File: config.mk
export PLATFORM = sky130hd
export DESIGN_NAME = serial_twos_comp_framed
export DESIGN_NICKNAME = d
export VERILOG_FILES = /design/src/rtl/serial_twos_comp_framed.sv
export SDC_FILE = /design/constraint.sdc
export NUM_CORES = 1
export LEC_CHECK = 0
export ABC_AREA = 1
export CORE_UTILIZATION = 34
export DETAILED_ROUTE_END_ITERATION = 8
export SYNTH_ARGS = -nofsm -noshare
export SYNTH_HDL_FRONTEND = slang
export SYNTH_SLANG_ARGS = --single-unit
File: constraint.sdc
create_clock -name t_clk -period 3.1 [get_ports t_clk]
set_input_delay 0.31 -clock t_clk [delete_from_list [all_inputs] [get_ports t_clk]]
set_output_delay 0.31 -clock t_clk [all_outputs]
set_load 0.1 [all_outputs]
File: src/rtl/serial_twos_comp_framed.sv
// serial_twos_comp_framed: buffers LSB-first serial words and re-emits them as pass, negate, abs or saturating negate
module serial_twos_comp_framed #(
  parameter int WIDTH = 8
) (
  input  logic t_clk,
  input  logic r_n,
  input  logic in_valid,
  input  logic in_bit,
  input  logic [1:0] in_mode,
  output logic in_ready,
  output logic out_valid,
  output logic out_bit,
  output logic out_last,
  output logic out_ovf,
  input  logic out_ready
);
  localparam int CNT_W = $clog2(WIDTH);
  localparam logic [CNT_W-1:0] LAST = CNT_W'(WIDTH - 1);
  localparam logic [WIDTH-1:0] MIN = {1'b1, {(WIDTH-1){1'b0}}};
  typedef enum logic {FILL, EMIT} state_t;
  state_t state_q, state_d;
  logic [CNT_W-1:0] cnt_q, cnt_d;
  logic [WIDTH-1:0] buf_q, buf_d;
  logic [1:0] mode_q, mode_d;
  logic seen_q, seen_d, neg_q, neg_d, sat_q, sat_d, min_q, min_d;
  logic last, emit, cur, sign, is_min;
  always_ff @(posedge t_clk or negedge r_n) begin
    if (!r_n) begin
      state_q <= FILL;
      cnt_q <= '0;
      buf_q <= '0;
      mode_q <= '0;
      seen_q <= 1'b0;
      neg_q <= 1'b0;
      sat_q <= 1'b0;
      min_q <= 1'b0;
    end else begin
      state_q <= state_d;
      cnt_q <= cnt_d;
      buf_q <= buf_d;
      mode_q <= mode_d;
      seen_q <= seen_d;
      neg_q <= neg_d;
      sat_q <= sat_d;
      min_q <= min_d;
    end
  end
  // sign and is_min look at buf_d so the final incoming bit is included
  always_comb begin
    state_d = state_q;
    cnt_d = cnt_q;
    buf_d = buf_q;
    mode_d = mode_q;
    seen_d = seen_q;
    neg_d = neg_q;
    sat_d = sat_q;
    min_d = min_q;
    last = cnt_q == LAST;
    emit = state_q == EMIT;
    cur = buf_q[cnt_q];
    if (!emit && in_valid) begin
      buf_d[cnt_q] = in_bit;
      mode_d = cnt_q == '0 ? in_mode : mode_q;
      cnt_d = last ? '0 : cnt_q + 1'b1;
    end
    sign = buf_d[WIDTH-1];
    is_min = buf_d == MIN;
    if (!emit && in_valid && last) begin
      state_d = EMIT;
      min_d = is_min;
      neg_d = mode_q[0] || (mode_q == 2'b10 && sign);
      sat_d = is_min && (mode_q == 2'b11 || (mode_q == 2'b10 && sign));
    end
    if (emit && out_ready) begin
      cnt_d = last ? '0 : cnt_q + 1'b1;
      seen_d = !last && (seen_q || cur);
      state_d = last ? FILL : EMIT;
    end
    in_ready = !emit;
    out_valid = emit;
    out_last = emit && last;
    out_ovf = emit && min_q && neg_q;
    out_bit = emit && (sat_q ? !last : (neg_q && seen_q) ? !cur : cur);
  end
endmodule

* Word level (Yosys, flattened, before mapping)
Cells that the tools add are included.
** Word-level totals
- Bits in registers :: 18
- Input port bits :: 7
- Output and inout port bits :: 5
- Logic and storage cells :: 51
** Operators by class
- Add/sub/neg operators :: 1
- Magnitude comparators :: 2
- Eq/ne operators :: 4
- Multiplexer cells :: 14
- Reduce and logical (&&, ||, !) cells :: 22
** Operators by type and width (number)
- $logic_and A1 B1 Y1 :: 12
- $mux W3 :: 3
- $bwmux W8 :: 1
- $eq A8 B8 Y1 const B :: 1
- $mux W8 :: 1
- $mux W1 :: 7
- $eq A2 B2 Y1 const B :: 2
- $lt A3 B4 Y1 const B :: 1
- $reduce_bool A2 Y1 :: 2
- $add A3 B1 Y3 const B :: 1
- $bmux W1 S3 :: 1
- $demux W1 S3 :: 1
- $eq A3 B3 Y1 const B :: 1
- $ge A3 B1 Y1 const B :: 1
- $logic_not A1 Y1 :: 3
- $logic_not A3 Y1 :: 1
- $logic_or A1 B1 Y1 :: 3
- $reduce_and A2 Y1 :: 1

* Longest topological paths before layout
- Word-level depth :: 9
- Depth in mapped cells :: 10
- Mapped depth without buffers :: 10

* Worst setup path after synthesis
OpenSTA, ideal clock, no wires.
- Kind :: register to output
- Start :: reg state_q, in the netlist out_valid
- End :: out out_bit
- Arrival :: 2.375 ns
- Data required time :: 2.790 ns
- Setup slack :: 0.415 ns
- Stages on the path, launching flop included :: 5
- Cells stage by stage :: dfrtp_1 inv_2 a21oi_1 nand2_1 inv_1
** On the way
- Cells in the longest elaborated chain, start to end :: 1
** Ends and longest elaborated chain
- start: declaration :: line 21 : state_t state_q, state_d;
- start signal: assignment :: line 38 : state_q <= state_d;
- $logic_and A1 B1 Y1 :: line 83 : out_bit = emit && (sat_q ? !last : (neg_q && seen_q) ? !cur : cur);
- end: declaration :: line 12 : output logic out_bit,
Every way passes these cells.

* Worst setup path in the final report
- Start :: reg cnt_q[0]
- End :: out out_bit
** On the way
- Cells in the longest elaborated chain, start to end :: 6
- Elaborated cells on any way between the ends :: 8
- Classes of those cells :: 1 x eq/ne; 4 x mux; 3 x reduce/logical
** Ends and longest elaborated chain
- start: declaration :: line 22 : logic [CNT_W-1:0] cnt_q, cnt_d;
- start signal: assignment :: line 39 : cnt_q <= cnt_d;
- $bmux W1 S3 :: line 60 : cur = buf_q[cnt_q];
- $mux W1 (not written as such) :: line 60
- $logic_not A1 Y1 :: line 83
- $mux W1 :: line 83
- $mux W1 (*) :: line 83
- $logic_and A1 B1 Y1 (*) :: line 83
Every way passes the cells marked *; elsewhere a longest branch is shown, timed or not. The select of a mux whose other input is x is not followed.

==> flow_metrics.py <==
metrics = {
    "floorplanning": {
        "die_area_um2": 3390,
        "core.rowCount": 20,
        "die_x_um": 58.3,
        "fp.dieH_um": 58.3,
        "initial_utilization_pct": 35.5,
        "design.core.area_um2": 3030,
        "pin_count": 12,
    },
    "sta": {
        "rsz0062_at_grt": "false",
        "setup_ws_ns": 0.822,
        "fin_setup_tns_ns": 0,
        "maxSlewHeadroom_pct": 45.4,
        "setup_violations": 0,
        "fin_crit_sh_pct": 73.5,
        "min_period_ns": 2.28,
        "fmax_ghz": 0.439,
        "final_hold_viol_count": 0,
        "slew_violations": 0,
        "worst_pin_slew_ns": 0.816,
        "skew_ns": 0.00238,
        "hold-worst-slack_ns": 0.478,
    },
    "yosys": {
        "synth.avg_cell_area_um2": 7.42,
        "synthCells": 145,
        "synthFlopType": "dfrtp_1",
        "synth_async_sr_flop_share_pct": 100,
        "synthTopCellsByArea": "dfrtp_1, nand2_1, inv_1",
        "yosysMostFrequentCell": "nand2_1",
        "ys_warn_count": 0,
        "synth_top_area_share_pct": 41.9,
        "synthesis.nets": 155,
        "netlist_area_um2": 1080,
        "ys_types": 22,
        "netlist_top_cells_count": "nand2_1, inv_1, dfrtp_1",
        "ys_seq_area_share_pct": 41.9,
        "ys_seq_elements": 18,
        "synth_edf_count": 0,
        "synth.largest_area_cell": "dfrtp_1",
    },
    "global_route": {
        "grt_antenna_before_repair": 0,
        "track_usage_pct": 15.0,
        "grt_pass1_wl_mm": 3.84,
        "grt_pass1_vias": 898,
        "grt_max_degree": 19,
        "gr-total-overflow": 0,
    },
    "setup_path": {
        "cp_max_fo": 15,
        "worstSetupPathType": "reg -> out",
        "cp_data_arrival_time_ns": 1.97,
        "critPathLaunchType": "flop",
        "endpoint_kind": "output port",
        "crit_required_ns": 2.79,
    },
    "cts": {
        "path_clk_slew_ns": 0.10,
        "cts-hold-fix-buffers": 0,
        "cts_resized": 0,
        "cts_buffers": 3,
        "cts_tree": "yes",
        "clockBufferDepth": 2,
        "cts_setup_buffers": 0,
        "cts.sinks": 18,
        "clk_latency_ns": 0.29,
        "cts_root_buf": "clkbuf_4",
        "htreeDepth": 1,
    },
    "place": {
        "place_hpwl_mm": 1.78,
        "dp_slack_ns": 1.17,
        "place_congestion": 0.846,
        "port_buffers": 11,
    },
    "pwr": {
        "clkPwrFrac_pct": 9.3,
        "intPower_uw": 580,
        "p_comb_share_pct": 56.7,
        "p_sw_uw": 675,
        "p_seq_share_pct": 33.9,
        "power_switching_share_pct": 53.8,
        "leakage_nw": 0.659,
        "peakVddDrop_mv": 0.333,
        "power_mw": 1.26,
        "pwr_density_cell_nw_per_um2": 1010,
    },
    "routing": {
        "antenna_left": 0,
        "wirelength_met1_mm": 1.15,
        "viasPerCell": 4.59,
        "vias": 928,
        "first_pass_iters": 4,
        "routedWlPerCell_um": 11.1,
        "wl_met3_um": 56,
        "route.detailed.drc": 0,
        "drtIter0Drc": 26,
        "met2_length_mm": 1.01,
        "detail_route.wirelength_mm": 2.25,
        "routed.top_layer": "met4",
    },
    "finish": {
        "drive_above_1_share_pct": 12.7,
        "fillers": 320,
        "seqCellArea_um2": 450,
        "fin_nets": 170,
        "syn_to_final_growth_pct": 15.2,
        "antenna_cells": 0,
        "multiInputGateArea_um2": 498,
    },
    "outcome": {
        "outcome": "finished clean",
    },
    "flow_run": {
        "cap_viol_max_count": 0,
    },
    "min_path": {
        "hold_path_class": "in -> async",
    },
}
-- power groups by stage --
stage / Clock, mW / Sequential (mW) / Combinational (mW)
after floorplan: 0 / 0.443 / 0.552
final: 0.117 / 0.426 / 0.712
after global placement: 0 / 0.428 / 0.701
after global routing: 0.128 / 0.441 / 0.798
after detailed placement: 0 / 0.432 / 0.714
after CTS: 0.121 / 0.426 / 0.718
-- cells in the final DEF, fill, tap and decap left out, drive strengths merged, types with 4 or more instances in the layout --
| cell | count |
|---|---|
| buf | 5 |
| clkdlybuf4s50 | 6 |
| dfrtp | 18 |
| inv | 31 |
| nand2 | 44 |
| nand3 | 11 |
| nand4 | 4 |
| nor2 | 13 |
| o211ai | 4 |
| o21ai | 7 |
-- per-layer routing --
layer / vias up / global-route usage (%)
met5: - / 0
met4: 0 / 6.80
met3: 4 / 2.46
met2: 12 / 23.6
met1: 434 / 20.1
li1: 478 / -
-- stage by stage --
| stage | cell area [µm²] | instances | util [%] |
|---|---|---|---|
| floorplan | 1080 | 145 | - |
| global placement | 1220 | 199 | 40.2 |
| detailed placement | 1220 | 199 | 40.2 |
| CTS | 1240 | 202 | 41.0 |
| global route | 1240 | 202 | 41.0 |
| finish | 1240 | 202 | 41.0 |
-- worst max-delay path, cell delays in order, from the launching register on --
cell and delay [ns]:
dfrtp_1 0.59, ha_1 0.31, ha_1 0.24, a21oi_1 0.14
nand2_1 0.06, inv_1 0.05, buf_4 0.27
-- cell type report --
type / count / share of cell area [%]
Timing Repair Buffer: 11 / 7.87
Multi-Input combinational cell: 95 / 40.2
Clock buffer: 3 / 1.82
Inverter: 31 / 9.38
Sequential cell: 18 / 36.3
Tap cell: 44 / 4.44
-- final timing paths --
check	startpoint	to	slack, ns	cells past startpoint
max	cnt_q[0]	out_bit	0.82	6
min reg2reg	min_q	min_q	0.49	2
min in group t_clk	min_q	min_q	0.49	2
min	r_n	buf_q[2]	0.48	1
max reg2reg	cnt_q[0]	min_q	1.18	8
max in group asynchronous	r_n	mode_q[1]	2.12	1
-- sequential cells by signal (all words and copies together), names as in the netlist --
signal,cells
cnt_q,3
sat_q,1
buf_q,8
out_valid,1
min_q,1
neg_q,1
seen_q,1
mode_q,2
-- kinds of logic (layout without fill, tap and decap cells) --
group / Yosys count / in the layout / synth area share [%]
simple gates: 74 / 74 / 30.9
buf+inv: 32 / 45 / 11.9
flops: 18 / 18 / 41.9
compound gates: 16 / 16 / 9.77
fa+ha+maj: 3 / 3 / 3.49
mux: 2 / 2 / 2.09
No activity file was read; power rests on OpenSTA's default activity.
